File: src/rtl/mux_pkg.sv
// rtl/mux_pkg.sv - shared types and constants for the 4-input mux arbiter
package mux_pkg;

  localparam int NUM_REQ = 4;
  localparam int SRC_W   = 2;

  typedef enum logic {
    ARB  = 1'b0,
    LOCK = 1'b1
  } arb_state_t;

  // Next index in round-robin order; the 2-bit width makes 3 wrap to 0.
  function automatic logic [SRC_W-1:0] next_idx(input logic [SRC_W-1:0] idx);
    return idx + SRC_W'(1);
  endfunction

endpackage

File: src/rtl/rr_pick4.sv
// rtl/rr_pick4.sv - combinational rotate-priority picker over four requests
module rr_pick4
  import mux_pkg::*;
(
  input  logic [NUM_REQ-1:0] req,
  input  logic [SRC_W-1:0]   ptr,
  output logic [SRC_W-1:0]   idx,
  output logic               any
);

  // Scan from lowest to highest priority so the entry nearest ptr wins last.
  always_comb begin
    idx = ptr;
    any = 1'b0;
    for (int k = NUM_REQ - 1; k >= 0; k--) begin
      if (req[ptr + SRC_W'(k)]) begin
        idx = ptr + SRC_W'(k);
        any = 1'b1;
      end
    end
  end

endmodule

File: src/rtl/rr_mux4_arb.sv
// rtl/rr_mux4_arb.sv - round-robin 4:1 arbiter with packet lock and registered output
module rr_mux4_arb
  import mux_pkg::*;
#(
  parameter int DATA_W = 8
) (
  input  logic                      clk,
  input  logic                      rst,
  input  logic [NUM_REQ-1:0]        in_valid,
  input  logic [NUM_REQ*DATA_W-1:0] in_data,
  input  logic [NUM_REQ-1:0]        in_last,
  output logic [NUM_REQ-1:0]        in_ready,
  output logic                      out_valid,
  output logic [DATA_W-1:0]         out_data,
  output logic                      out_last,
  output logic [SRC_W-1:0]          out_src,
  input  logic                      out_ready
);

  arb_state_t        state_q, state_d;
  logic [SRC_W-1:0]  ptr_q, ptr_d;
  logic [SRC_W-1:0]  owner_q, owner_d;

  logic [SRC_W-1:0]  pick_idx;
  logic              pick_any;
  logic [SRC_W-1:0]  grant_idx;
  logic              grant_vld;
  logic              space;
  logic              in_xfer;
  logic              sel_last;
  logic [DATA_W-1:0] sel_data;

  rr_pick4 u_pick (
    .req (in_valid),
    .ptr (ptr_q),
    .idx (pick_idx),
    .any (pick_any)
  );

  // Gating with !rst keeps every in_ready low while reset is held.
  assign space   = !rst && (!out_valid || out_ready);
  assign in_xfer = |(in_valid & in_ready);

  // Grant selection: the owner is the only candidate while a packet is open.
  always_comb begin
    grant_idx = pick_idx;
    grant_vld = pick_any;
    in_ready  = '0;
    if (state_q == LOCK) begin
      grant_idx = owner_q;
      grant_vld = 1'b1;
    end
    if (grant_vld && space) begin
      in_ready[grant_idx] = 1'b1;
    end
  end

  // Payload and last flag of the granted requester.
  always_comb begin
    sel_data = '0;
    sel_last = in_last[grant_idx];
    for (int i = 0; i < NUM_REQ; i++) begin
      if (grant_idx == SRC_W'(i)) begin
        sel_data = in_data[i*DATA_W +: DATA_W];
      end
    end
  end

  // Next-state logic: a non-last beat opens a lock, a last beat rotates ptr.
  always_comb begin
    state_d = state_q;
    ptr_d   = ptr_q;
    owner_d = owner_q;
    if (in_xfer) begin
      if (sel_last) begin
        state_d = ARB;
        ptr_d   = next_idx(grant_idx);
      end else begin
        state_d = LOCK;
        owner_d = grant_idx;
      end
    end
  end

  // Arbitration state registers.
  always_ff @(posedge clk or posedge rst) begin
    if (rst) begin
      state_q <= ARB;
      ptr_q   <= '0;
      owner_q <= '0;
    end else begin
      state_q <= state_d;
      ptr_q   <= ptr_d;
      owner_q <= owner_d;
    end
  end

  // Output register: load on accept, otherwise release the beat on drain.
  always_ff @(posedge clk or posedge rst) begin
    if (rst) begin
      out_valid <= 1'b0;
      out_data  <= '0;
      out_last  <= 1'b0;
      out_src   <= '0;
    end else if (in_xfer) begin
      out_valid <= 1'b1;
      out_data  <= sel_data;
      out_last  <= sel_last;
      out_src   <= grant_idx;
    end else if (out_valid && out_ready) begin
      out_valid <= 1'b0;
    end
  end

endmodule

File: config.mk
export PLATFORM = sky130hd
export DESIGN_NAME = rr_mux4_arb
export DESIGN_NICKNAME = d
export VERILOG_FILES = /design/src/rtl/mux_pkg.sv /design/src/rtl/rr_pick4.sv /design/src/rtl/rr_mux4_arb.sv
export SDC_FILE = /design/constraint.sdc
export NUM_CORES = 1
export LEC_CHECK = 0
export ABC_AREA = 1
export CAP_MARGIN = 20
export CORE_MARGIN = 4
export CORE_UTILIZATION = 35
export CTS_BUF_LIST = sky130_fd_sc_hd__clkbuf_4 sky130_fd_sc_hd__clkbuf_8
export DETAILED_ROUTE_END_ITERATION = 16
export PLACE_DENSITY = 0.77
export SYNTH_ARGS = -nofsm -noshare
export SYNTH_HDL_FRONTEND = slang
export SYNTH_SLANG_ARGS = --single-unit
File: constraint.sdc
create_clock -name clk -period 2.9 [get_ports clk]
set_clock_uncertainty 0.15 [all_clocks]
set_input_delay 0.58 -clock clk [delete_from_list [all_inputs] [get_ports clk]]
set_output_delay 0.58 -clock clk [all_outputs]
set_load 0.02 [all_outputs]
==> results of run 1 <==
worst max-delay path: cells and delay by family (launching register included):
family / cells / cell delay [ps]
simple gates: 12 / 950
buf+inv: 4 / 410
flops: 1 / 490
fa+ha+maj: 1 / 170
how the worst min path moves through the flow:
stage	startpoint	depth (start not counted)	end	slack, ps
CTS	owner_q[0]	2	owner_q[0]	340
detailed placement	out_last	2	out_last	320
global placement	owner_q[0]	2	owner_q[0]	310
global route	owner_q[0]	2	owner_q[0]	360
floorplan	owner_q[0]	2	owner_q[0]	280
finish	out_last	2	out_last	340
cells in the final DEF, fill, tap and decap left out:
cell / instances
nand4_4: 1
and2_4: 1
nand3_4: 1
nand3_2: 1
o21ai_1: 1
nor2_2: 1
o21ai_0: 17
nand2_4: 4
a21oi_1: 8
buf_12: 1
nor2_4: 4
or2_2: 1
inv_2: 5
clkinv_4: 2
clkdlybuf4s15_1: 2
nand2_1: 51
nor3_1: 1
buf_6: 5
dfrtp_2: 2
a31oi_4: 1
clkbuf_16: 1
clkbuf_8: 3
nor2_1: 3
nand2_2: 28
dfrtp_1: 15
inv_4: 4
nand3_1: 25
a22oi_2: 1
buf_4: 42
clkdlybuf4s50_1: 50
inv_1: 12
clkbuf_2: 2
o21ai_2: 10
ha_4: 4
clkbuf_4: 1
final cells by class:
class	instances	area (µm²)	share of cell area
clock buffers	4	48.80	0.01870
inverters	23	106.4	0.04075
multi-input cells	164	1020	0.3907
flip-flops and latches	17	427.9	0.1640
well taps	48	60.06	0.02301
repair buffers	103	947.2	0.3629
Yosys cell counts, drive strengths merged:
master,count,area share
nand4,1,0.015
dfrtp,17,0.30
clkinv,1,0.0026
a22oi,1,0.0088
nand2,83,0.25
nor3,1,0.0035
nor2,8,0.021
or2,1,0.0044
buf,4,0.026
clkbuf,4,0.011
a21oi,8,0.028
ha,4,0.035
o21ai,28,0.13
nand3,27,0.095
inv,22,0.062
a31oi,1,0.0044
and2,1,0.0062
timing repair:
item / in CTS / in global routing
setup endpoints to repair: 21 / 21
endpoints found under the hold margin: 0 / 0
gates resized for setup: 34 / 52
pin swaps: 3 / 23
setup buffers: 1 / 11
gates cloned: 0 / 1
kinds of logic (layout without fill, tap and decap cells):
group                      after synthesis  after routing  share of synthesized area
and+or+nand+nor                        122            122                     0.3958
adders and majority gates                4              4                    0.03534
AOI/OAI and AO/OA                       38             38                     0.1670
buffers and inverters                   31            130                     0.1016
DFF                                     17             17                     0.3004
stage by stage:
stage | cells | setup TNS [ps] | utilization
global route | 359 | -2825 | 0.6921
finish | 359 | -340.0 | 0.6921
CTS | 347 | -19.80 | 0.6214
floorplan | 212 | 0 | -
global placement | 342 | -7882 | 0.6035
detailed placement | 342 | -8917 | 0.6035
flip-flops by register name, indices dropped and copies added (netlist names):
register,flops
ptr_q,2
state_q,1
out_valid,1
out_data,8
out_src,2
out_last,1
owner_q,2
power by group through the flow:
stage / combinational [mW] / sequential (mW) / clock, mW
after global routing: 3.28 / 0.471 / 0.207
after detailed placement: 2.39 / 0.443 / 0
final: 3.02 / 0.456 / 0.193
after floorplan: 1.42 / 0.510 / 0
after global placement: 2.33 / 0.440 / 0
after CTS: 2.44 / 0.443 / 0.193
layer usage:
metal  track usage  part of all wire
met5             0                 0
met4       0.04384             0.026
met3       0.02665             0.072
met2        0.2765              0.49
met1        0.2429              0.42
==> impl_results.md, run 1 <==
* Status: finished with violations
* Failing checks: setup timing
* Syn_area_per_cell at ~6.7 µm²
* Crit Path Category: reg -> out
* Worst Path Max Fanout at 8
* Worst Setup SP: ptr_q[0]
* Yosys warnings at 0
* R2R depth at 22
* Clock Tree Buf Depth at 2
* Syn Nets at around 260
* Port Buf Inserts at 58
* Vias in the first global route at about 1.5k
* Int Pwr at roughly 1.8 mW
* Placed instance area at about 2300 µm²
* Die ar. at slightly above 5000 µm²
* Final setup viols at 4
* Remaining antenna violation count after routing at 0
* Synth cell types at 23
* Seq pwr share at 0.124
* Grt ovf at 0
* Core Area at roughly 3800 µm²
* Post-layout net count at between 300 and 400
* R2r setup slk at 10 ps
* Logic gate share of total power at 0.823
* Data arrival, critical path at roughly 2300 ps
* Worst hold path type: reg -> reg
* Fillers at around 280
* TritonRoute pass-1 iters at 4
* Tcrit/Tclk final at 1.034
* Register area share after synthesis at 0.3004
* Power, Total at approximately 3.7 mW
* Gp weighted congestion at 0.9122
* Syn-to-layout area delta at 84.28%
* # clock sinks at 17
* FF-to-FF End: out_data[1]
* Initial antenna violation count at 0
* Initial Util at 0.3756
* Clk root buf: clkbuf_8
* CP Cell Sequence: clkinv_4 -> nand2_2 -> nand2_2 -> nand2_2 -> nand2_1 -> nand2_1 -> nand2_1 -> nand2_1 -> nand2_1 -> nand2_1 -> nand2_2 -> nand2_4 -> inv_4 -> ha_4 -> inv_4 -> nor2_4 -> buf_6
* TritonCTS clock tree: yes
* Core Rows at 22
* Routed vias/inst at 5.042
* Final slew viol count at 0
* Remaining DRCs at 0
* Worst slack, placed at -778.0 ps
* Peak Freq at between 300 and 400 MHz
* Detailed-route via count at ~1.8k
* ANT cells at 0
* Worst R2R Start: ptr_q[0]
* Die width at 71.62 µm
* HPWL after DPL at roughly 3.4 mm
* RSZ-0062 raised after global routing: true
* Clock Latency Late Sink at 250 ps
* Switching Power at 1.827 mW
* Hold WS at about 340 ps
* CTS hold repair buffers at 0
* Slowest cell on the critical path: dfrtp_2
* Leakage at about 1.3 nW
* Crit-path max cell delay at between 400 and 500 ps
* Post-Syn Instances at between 200 and 250
* Min Tclk post-route at approximately 3000 ps
* PwrDens at 1404 nW/µm²
* CP Launch Type: register
* Clock-pin slew on the worst setup and hold paths at ~70 ps
* Post-route setup slack at -99.40 ps
* Num CTS Buffers at 3
* Gr usage total at 0.1729
* Global-route wire length before repair at just over 7 mm
* Die H at between 70 and 80 µm
* Clock power frac at 0.053
* Critical path's most frequent cell: nand2_1
* Critical path endpoint category: output pin
* Sw Share at 0.4985
* Drt wl/cell at roughly 15 µm
* Final wirelength at approximately 5.5 mm
* Layout cells sized above 1 at 0.4051
* Slew @ Worst Pin at ~680 ps
* Mapped Area at about 1400 µm²
* Yosys reg bits at 17
* MaxCap Viol Count at 0
* Crit path to: in_ready[1]
* Largest net degree at the start of global routing at 18
* Fin. Hold Viols at 0
* First DRT Iteration DRCs at between 150 and 200
* Worst slew margin relative to its limit at 0.5466
* Htree depth at 1
* Fin area at approximately 2600 µm²
* Worst endpoint required time at between 2000 and 2500 ps
* Number of primary I/O pins at a little under 60
* Worst IR Drop VDD at 0.5058 mV
Note: power is estimated with default switching activity, not from simulation.
==> run 2, diff against run 1 <==
- CAP_MARGIN: 20 -> not set
==> results of run 2 <==
The final DEF is identical to that of run 1; final timing and power are the same.
==> run 3, diff against run 2 <==
- CTS_BUF_LIST: sky130_fd_sc_hd__clkbuf_4 sky130_fd_sc_hd__clkbuf_8 -> not set
==> impl_results.md, run 3 (synthesized netlist as in run 1, its figures left out) <==
* Peak Freq at 329.0 MHz (-1.3%)
* Power, Total at 3.849 mW (+5.0%)
* Crit-path max cell delay at 490 ps (about the same)
* CTS hold repair buffers at 0 (unchanged)
* Worst endpoint required time at 2890 ps (+720 ps)
* CP Cell Sequence: clkinv_4 -> nand2_2 -> nand2_4 -> nand2_2 -> nand2_2 -> nor2_2 -> nand2_1 -> a22oi_2 -> buf_4 -> inv_4 -> ha_4 -> buf_4 -> buf_4 -> a21oi_1 -> nand2_1 -> o21ai_0 -> nand2_1 -> o21ai_0 -> o21ai_2
* Int Pwr at 1.906 mW (+3.7%)
* Gp weighted congestion at 0.9122 (unchanged)
* Initial Util at 0.3756 (unchanged)
* Logic gate share of total power at 0.834 (+0.011)
* Remaining DRCs at 0 (unchanged)
* Critical path buffers and inverters at 5 (+1)
* Slowest cell on the critical path: dfrtp_2
* Leakage at 1.285 nW (+2.1%)
* Vias in the first global route at 1568 (+2.8%)
* Tcrit/Tclk final at 1.048 (+0.01383)
* Slew @ Worst Pin at 692.1 ps (+12.83 ps)
* Most frequent cells in the layout: clkdlybuf4s50_1 (50), nand2_1 (48), buf_4 (45)
* Failing checks: setup timing
* Final wirelength at 5.980 mm (+9.5%)
* Clock Tree Buf Depth at 2 (unchanged)
* Routed vias/inst at 5.176 (+2.7%)
* First DRT Iteration DRCs at 311 (+100%)
* Final core utilization at 0.7054 (+0.01327)
* Critical path endpoint category: register
* Global-route wire length before repair at 7.424 mm (+3.7%)
* Initial antenna violation count at 0 (unchanged)
* Seq pwr share at 0.118 (-0.006)
* Die ar. at 5129 µm² (unchanged)
* Commonest non-fill, non-tap cell in the layout: clkdlybuf4s50_1
* Post-layout net count at 363 (+1.1%)
* # clock sinks at 17 (unchanged)
* PwrDens at 1447 nW/µm² (+3.1%)
* Fin area at 2660 µm² (+1.9%)
* Fillers at 283 (-0.35%)
* Placed instance area at 2276 µm² (unchanged)
* Worst slew margin relative to its limit at 0.5381 (-0.008561)
* RSZ-0062 raised after global routing: true
* WHS Path Cells at 2 (unchanged)
* Post-route setup slack at -139.5 ps (-40.10 ps)
* Remaining antenna violation count after routing at 0 (unchanged)
* Die width at 71.62 µm (unchanged)
* Min Tclk post-route at 3040 ps (+40.10 ps)
* Status: finished with violations
* Clock Latency Late Sink at 250 ps (about the same)
* Gr usage total at 0.1810 (+0.008149)
* HPWL after DPL at 3.392 mm (unchanged)
* Core Rows at 22 (unchanged)
* Fin. Hold Viols at 0 (unchanged)
* Grt ovf at 0 (unchanged)
* Final setup viols at 5 (+1)
* Crit Path Category: reg -> reg
* Final slew viol count at 0 (unchanged)
* Number of primary I/O pins at 59 (unchanged)
* Port Buf Inserts at 58 (unchanged)
* TritonCTS clock tree: yes
* Clk root buf: clkbuf_8
* Core Area at 3771 µm² (unchanged)
* Clock power frac at 0.048 (-0.005)
* Syn-to-layout area delta at 87.81%
* Hold WS at 337.5 ps (-0.04000 ps)
* TritonRoute pass-1 iters at 4 (unchanged)
* Data arrival, critical path at 3030 ps (+760 ps)
* Max FFs per register at 8 (unchanged)
* Htree depth at 1 (unchanged)
* Sw Share at 0.5047 (+0.006182)
* Die H at 71.62 µm (unchanged)
* Worst IR Drop VDD at 0.5644 mV (+12%)
* Detailed-route via count at 1879 (+3.8%)
* Worst Path Max Fanout at 8 (unchanged)
* Drt wl/cell at 16.47 µm (+8.3%)
* Largest register by flop count: out_data
* ANT cells at 0 (unchanged)
* R2R depth at 19 (-14%)
* MaxCap Viol Count at 0 (unchanged)
* Switching Power at 1.943 mW (+6.3%)
* Layout cells sized above 1 at 0.4254 (+0.02025)
* WP depth at 19 (+2)
* Largest net degree at the start of global routing at 18 (unchanged)
* Num CTS Buffers at 3 (unchanged)
* Clock-pin slew on the worst setup and hold paths at 70 ps (about the same)
* Cell family with most CP delay: compound AO/OA/AOI/OAI gates
* Worst hold path type: reg -> reg
* CP Launch Type: register
-- run 3: changes by cell type in the layout (fill, tap and decap cells not counted), moves of 2 or more --
cell | previous run | this run
nand2_4 | 4 | 8
buf_4 | 42 | 45
nand2_1 | 51 | 48
o21ai_0 | 17 | 15
o21ai_1 | 1 | 3
-- run 3: through the flow --
stage / setup TNS, ps / setup WS [ps] / instances
finish: -476.6 / -139.5 / 363
global route: -2768 / -293.8 / 363
CTS: -17.34 / -17.34 / 349
detailed placement: -8917 / -778.0 / 342
global placement: -7882 / -679.8 / 342
floorplan: 0 / 3.830 / 212
-- run 3: worst paths after layout --
path | from | endpoint | slack, ps
max | ptr_q[0] | out_data[5] | -140
max in group asynchronous | rst | ptr_q[1] | 1490
min reg2reg | out_data[1] | out_data[1] | 340
min in group asynchronous | rst | out_valid | 630
min | out_data[1] | out_data[1] | 340
max reg2reg | ptr_q[0] | out_data[5] | -140
-- run 3: worst reg2reg max path, cell delays in order (launching register included) --
cell      delay (ps)
dfrtp_2          490
clkinv_4         150
nand2_2          110
nand2_4           70
nand2_2           80
nand2_2           60
nor2_2           100
nand2_1           70
a22oi_2          220
buf_4            180
inv_4             60
ha_4             170
buf_4            130
buf_4            160
a21oi_1          170
nand2_1          120
o21ai_0          130
nand2_1          100
o21ai_0          120
o21ai_2           90
-- run 3: layout make-up --
cell class | count | area [µm²] | share of cell area
multi-input combinational | 164 | 1042 | 0.3918
clock buffer | 4 | 45.04 | 0.01693
sequential | 17 | 427.9 | 0.1609
timing repair buffer | 107 | 975.9 | 0.3669
tap | 48 | 60.06 | 0.02258
inverter | 23 | 108.9 | 0.04092
-- run 3: routing by layer --
metal  GRT usage  share of wire  vias to the layer above
met5           0              0                        -
met4     0.04384          0.046                        0
met3     0.02665          0.061                       25
met2      0.2990           0.49                      100
met1      0.2481           0.41                      866
li1            -              -                      888
-- run 3: repair_timing --
| item | in CTS | in global routing |
|---|---|---|
| pin swaps | 3 | 30 |
| resized for setup | 33 | 64 |
| gates cloned | 0 | 1 |
| endpoints found under the setup margin | 21 | 21 |
| setup buffers | 3 | 14 |
-- run 3: power groups by stage --
stage	sequential [mW]	clock [mW]	combinational, mW
6_report	0.455	0.183	3.21
5_1_grt	0.470	0.201	3.44
4_1_cts	0.444	0.182	2.48
3_5_place_dp	0.443	0	2.39
3_3_place_gp	0.440	0	2.33
2_1_floorplan	0.510	0	1.42
